**config.mk**
```make
export PLATFORM = sky130hd
export DESIGN_NAME = pwm_carrier_sched
export DESIGN_NICKNAME = d
export VERILOG_FILES = /design/src/rtl/pwm_carrier_sched.sv
export SDC_FILE = /design/constraint.sdc
export NUM_CORES = 1
export LEC_CHECK = 0
export ABC_AREA = 1
export CAP_MARGIN = 20
export CORE_AREA = 4 4 140 142
export CTS_CLUSTER_SIZE = 10
export DETAILED_ROUTE_END_ITERATION = 10
export DIE_AREA = 0 0 144 146
export PLACE_DENSITY = 0.62
export SLEW_MARGIN = 10
export SYNTH_ARGS = -nofsm -noshare
export SYNTH_HDL_FRONTEND = slang
export SYNTH_SLANG_ARGS = --single-unit
export TNS_END_PERCENT = 10
```
**constraint.sdc**
```tcl
create_clock -name clk -period 4.7 [get_ports clk]
set_input_delay 0.94 -clock clk [delete_from_list [all_inputs] [get_ports clk]]
set_output_delay 0.94 -clock clk [all_outputs]
set_load 0.01 [all_outputs]
```
**src/rtl/pwm_carrier_sched.sv**
```systemverilog
// ----------------------------------------------------------------------------
// pwm_carrier_sched
// Shared triangular carrier generator and compare-value update scheduler for
// N_CH comparator channels. New compare sets arrive through a valid/ready
// handshake into a single shadow register. The shadow is copied into the
// active compare set only at carrier update points, so a comparator never
// sees a mid-period change. Channel enable (pwm_onoff) is sequenced so that
// outputs start and stop on period boundaries.
//
// Optional feature: define PWM_PEAK_UPDATE_EN to also treat the carrier
// peak as an update point (double-update mode). With the macro undefined
// only the valley (and the IDLE->RUN cycle) reloads the compare set.
//
// Ports
//   clk          in   system clock
//   rstn         in   synchronous reset, active-low
//   enable       in   run request (level)
//   period       in   carrier peak value, latched at start and each valley
//   cmp_wr_valid in   new compare set offered
//   cmp_wr_ready out  shadow free; write accepted when valid & ready
//   cmp_wr_data  in   compare set, channel k at [k*CNT_W +: CNT_W]
//   carrier      out  triangular carrier
//   compare      out  active compare values
//   pwm_onoff    out  per-channel output enable (all bits equal)
//   update_evt   out  one-cycle pulse when the active compare was reloaded
//   cnt_up       out  1 while the carrier is counting up
// ----------------------------------------------------------------------------
module pwm_carrier_sched #(
    parameter int N_CH  = 3,
    parameter int CNT_W = 16
) (
    input  logic                  clk,
    input  logic                  rstn,
    input  logic                  enable,
    input  logic [CNT_W-1:0]      period,
    input  logic                  cmp_wr_valid,
    output logic                  cmp_wr_ready,
    input  logic [N_CH*CNT_W-1:0] cmp_wr_data,
    output logic [CNT_W-1:0]      carrier,
    output logic [N_CH*CNT_W-1:0] compare,
    output logic [N_CH-1:0]       pwm_onoff,
    output logic                  update_evt,
    output logic                  cnt_up
);

    typedef enum logic [1:0] {
        ST_IDLE = 2'd0,
        ST_RUN  = 2'd1,
        ST_STOP = 2'd2
    } state_t;

    state_t                 r_state;
    logic [CNT_W-1:0]       r_carrier;
    logic                   r_cnt_up;
    logic [CNT_W-1:0]       r_period;
    logic [N_CH*CNT_W-1:0]  r_shadow;
    logic                   r_pending;
    logic [N_CH*CNT_W-1:0]  r_compare;
    logic                   r_update_evt;
    logic [N_CH-1:0]        r_onoff;

    logic                   w_running;
    logic                   w_start;
    logic                   w_to_valley;
    logic                   w_to_peak;
    logic                   w_upd_pt;
    logic                   w_accept;
    logic [CNT_W-1:0]       w_period_nxt;
    logic [CNT_W-1:0]       w_carrier_nxt;
    logic                   w_cnt_up_nxt;
    logic [N_CH*CNT_W-1:0]  w_clamped;

    // Limit a compare value so it never exceeds the carrier peak.
    function automatic logic [CNT_W-1:0] clamp_to_peak(
        input logic [CNT_W-1:0] val,
        input logic [CNT_W-1:0] peak
    );
        logic [CNT_W-1:0] res;
        if (val > peak) begin
            res = peak;
        end else begin
            res = val;
        end
        return res;
    endfunction

    // Carrier stepping, valley/peak detection and update-point selection.
    always_comb begin
        w_running   = (r_state != ST_IDLE);
        w_start     = (r_state == ST_IDLE) && enable;
        // A zero period pins the carrier at 0, so every running cycle is a valley.
        w_to_valley = w_running && ((r_period == '0) ||
                      (!r_cnt_up && (r_carrier == CNT_W'(1))));
        w_to_peak   = w_running && r_cnt_up && (r_period != '0) &&
                      ((r_carrier + CNT_W'(1)) == r_period);
        w_accept    = cmp_wr_valid && !r_pending;

        // The period governing the next half-cycle is captured at start/valley.
        if (w_start || w_to_valley) begin
            w_period_nxt = period;
        end else begin
            w_period_nxt = r_period;
        end

`ifdef PWM_PEAK_UPDATE_EN
        w_upd_pt = w_start || w_to_valley || w_to_peak;
`else
        w_upd_pt = w_start || w_to_valley;
`endif

        if (!w_running) begin
            w_carrier_nxt = '0;
            w_cnt_up_nxt  = 1'b1;
        end else if (r_period == '0) begin
            w_carrier_nxt = '0;
            w_cnt_up_nxt  = 1'b1;
        end else if (r_cnt_up) begin
            w_carrier_nxt = r_carrier + CNT_W'(1);
            w_cnt_up_nxt  = !w_to_peak;
        end else begin
            w_carrier_nxt = r_carrier - CNT_W'(1);
            w_cnt_up_nxt  = w_to_valley;
        end
    end

    // Per-channel clamp of the shadow set against the period that is in force
    // after this update point.
    always_comb begin
        w_clamped = '0;
        for (int k = 0; k < N_CH; k++) begin
            w_clamped[k*CNT_W +: CNT_W] =
                clamp_to_peak(r_shadow[k*CNT_W +: CNT_W], w_period_nxt);
        end
    end

    // Run/stop FSM, carrier registers and shadow/active compare transfer.
    always_ff @(posedge clk) begin
        if (!rstn) begin
            r_state      <= ST_IDLE;
            r_carrier    <= '0;
            r_cnt_up     <= 1'b1;
            r_period     <= '0;
            r_shadow     <= '0;
            r_pending    <= 1'b0;
            r_compare    <= '0;
            r_update_evt <= 1'b0;
            r_onoff      <= '0;
        end else begin
            r_carrier    <= w_carrier_nxt;
            r_cnt_up     <= w_cnt_up_nxt;
            r_period     <= w_period_nxt;
            r_update_evt <= w_upd_pt && r_pending;

            // Accept needs pending==0, so it never collides with a reload.
            if (w_upd_pt && r_pending) begin
                r_compare <= w_clamped;
                r_pending <= 1'b0;
            end else if (w_accept) begin
                r_shadow  <= cmp_wr_data;
                r_pending <= 1'b1;
            end else begin
                r_pending <= r_pending;
            end

            case (r_state)
                ST_IDLE: begin
                    if (enable) begin
                        r_state <= ST_RUN;
                        r_onoff <= '1;
                    end else begin
                        r_state <= ST_IDLE;
                        r_onoff <= '0;
                    end
                end
                ST_RUN: begin
                    r_onoff <= '1;
                    if (!enable) begin
                        r_state <= ST_STOP;
                    end else begin
                        r_state <= ST_RUN;
                    end
                end
                ST_STOP: begin
                    if (enable) begin
                        r_state <= ST_RUN;
                        r_onoff <= '1;
                    end else if (w_to_valley) begin
                        // Outputs drop in the same cycle the carrier reads 0.
                        r_state <= ST_IDLE;
                        r_onoff <= '0;
                    end else begin
                        r_state <= ST_STOP;
                        r_onoff <= '1;
                    end
                end
                default: begin
                    r_state <= ST_IDLE;
                    r_onoff <= '0;
                end
            endcase
        end
    end

    assign cmp_wr_ready = !r_pending;
    assign carrier      = r_carrier;
    assign compare      = r_compare;
    assign pwm_onoff    = r_onoff;
    assign update_evt   = r_update_evt;
    assign cnt_up       = r_cnt_up;

endmodule

```
==> results.txt <==
Post-cts sizing count -> 0
Pint -> 2.408 mW
Final std cells w/o fill -> 1401
Die Wd -> 144 µm
Final Wtd Congestion -> 0.9157
Sequential fraction of the synthesis area -> 36.91%
Final Critical Period -> 3.767 ns
Layout cells sized above 1 -> 8.826%
Reg power frac -> 36.6%
Met3 wire length -> 1363 µm
CP Class -> input pin to register
Final setup violation count -> 0
Root buffer cell -> clkbuf_16
Die area -> 0.02102 mm²
Mapped Cells -> 1014
CORE AREA -> 0.01846 mm²
Setup_tns -> 0 ns
Final WS setup -> 0.9330 ns
Setup repair bufs after CTS -> 0
TritonCTS clock tree -> yes
Chip Height -> 146 µm
Worst Tran Pin Value -> 0.8378 ns
HP Class -> register to register
Reg clk slew, reported paths -> 0.06 ns
Total power -> 3.477 mW
Post-DRT Antenna Nets -> 0
Pwr per Cell Area -> 364.5 mW/mm²
Synth warnings -> 0
Fin area -> 0.009538 mm²
Hold-fix buffers, CTS -> 0
Vias in the first global route -> 7007
CTS H-Tree Depth -> 4
Std cell rows -> 50
Worst-skew pair later-pin latency -> 0.42 ns
Max cap viols -> 0
DR vias -> 7134
Top_reg_cell synth -> dfxtp_1
Rel. slew slack -> 44.01%
DR iter-0 viols -> 522
DRC errors left -> 0
Max FO, Critical Path -> 20
Max-slew violation count -> 0
RSZ-0062 raised after global routing -> false
Fmax -> 265.5 MHz
Syn nets -> 1130
Worst slack at placement -> 0.5080 ns
Total global-route track usage -> 22.25%
Final nets -> 1270
Synth area leader -> dfxtp_1
Dpl cell area -> 0.008929 mm²
Critical Path End Type -> register
Pre-antenna DRT Iters -> 5
Comb pwr share -> 23.6%
Global-route wire length before repair -> 36970 µm
Pin count of the biggest net entering global routing -> 54
Req. time, crit path -> 5.01 ns
Post-DP HPWL -> 16600 µm
Top cells by area, synth -> dfxtp_1, nand2_1, ha_1
CTS max path bufs -> 2
Avg Vias per Cell -> 5.092
Async S/R FF share, synth -> 0%
Mapped Area -> 0.007267 mm²
Yosys cell types -> 40
Antenna Cells -> 0
Met2 Routed Length -> 10600 µm
Inst Count DP -> 1369
WL/cell -> 16.30 µm
Commonest non-fill, non-tap cell in the layout -> nand2_1
Switching Share -> 30.73%
Skew final -> 0.01010 ns
Total CTS buffers -> 17
Clock Sinks -> 134
Psw -> 1.068 mW
Period utilisation layout -> 80.15%
Final Hold Fails -> 0
Max layer used -> met4
Yosys top cell area share -> 36.91%
Static Leak -> 4.319 nW
Synthesized area per cell -> 7.167 µm²
Clock power share -> 39.8%
Max IR drop VDD -> 0.0002805 V
Initial antenna violation count -> 0
EDFF count, synth -> 0
Status -> finished, final reports clean
Flops & latches, synth -> 134
WL met1 -> 10370 µm
CP Launch Type -> input pin
Top-Level Pins -> 138
GR Overflow Total -> 0
Total Wirelength -> 22830 µm
Synthesis-to-finish area growth -> 31.25%
CP arrival -> 4.08 ns
Commonest non-fill, non-tap cells in the layout -> nand2_1, clkdlybuf4s50_1, dfxtp_1
Initial Utilization -> 39.38%
PortBufs -> 137
power groups by stage:
stage	Combinational, mW	Clock [mW]	Sequential (mW)
global placement	0.809	0	1.30
detailed placement	0.817	0	1.29
finish	0.820	1.39	1.27
global route	0.931	1.46	1.28
CTS	0.826	1.40	1.27
floorplan	0.517	0	1.29
synthesized netlist by cell type, types with 3 or more instances:
library cell	n
or2_2	3
buf_4	4
o21ai_0	65
xor2_1	17
o21ai_1	8
nand4_1	13
nand2_4	7
dfxtp_1	134
inv_1	103
buf_2	11
buf_6	3
nor2_1	71
nor2_2	3
mux2i_1	7
and3_1	3
inv_2	3
a21oi_1	82
nor3_1	11
nand4_2	3
clkbuf_1	25
nor4_1	3
nand3_1	107
nand2_1	235
ha_1	48
a211oi_1	9
xnor2_1	3
nand2_2	15
through the flow:
step           utilization, %  hold slack, ns
2_1_floorplan               -          0.4484
3_3_place_gp            48.38          0.4398
3_5_place_dp            48.38          0.4384
4_1_cts                 51.68          0.4518
5_1_grt                 51.68          0.4733
6_report                51.68          0.4480
cells by family after synthesis:
group	after synthesis	synth area share, %
flip-flops	134	36.91
AND/OR/NAND/NOR	481	30.05
XOR/XNOR	20	2.410
buffers and inverters	151	8.729
multiplexers	7	0.9642
adder cells (fa/ha/maj)	48	8.265
AO/OA/AOI/OAI	173	12.67
state kept, by name (all words and copies together), names as in the netlist:
signal and flops:
compare 48, r_shadow 48, carrier 16, r_period 16, r_state 2, cnt_up 1
pwm_onoff 1, r_pending 1, update_evt 1
final timing paths:
path / start / to / slack [ns] / cells after the start
max: enable / compare[16] / 0.93 / 17
max reg2reg: carrier[0] / compare[16] / 1.09 / 21
min: compare[14] / compare[14] / 0.45 / 2
min reg2reg: compare[14] / compare[14] / 0.45 / 2
per-layer routing:
metal | global-route usage, % | up-vias
met4 | 7.109 | 0
met5 | 0 | -
met3 | 4.305 | 39
met2 | 35.89 | 199
li1 | - | 3625
met1 | 29.85 | 3271
worst max-delay path: stages:
cell and delay (ns):
clkdlybuf4s50_1 0.43, inv_1 0.10, nand2_1 0.10, nand2_1 0.18
buf_4 0.30, mux2i_1 0.28, buf_4 0.23, ha_1 0.26
a21oi_1 0.17, nor2_1 0.05, a211oi_1 0.17, o221a_2 0.25
nand2_4 0.15, nand2_4 0.21, nand2_1 0.07, nand3_1 0.10
nand2_1 0.05
cell type report:
class	instances	area (µm²)
Clock inverter	12	152.6
Timing Repair Buffer	165	1594
Sequential cell	134	2683
Clock buffer	20	456.7
Fill cell	1808	8917
Tap cell	234	292.8
Multi-Input combinational cell	729	3958
Inverter	107	401.6
(Power assumes the default switching activity.)
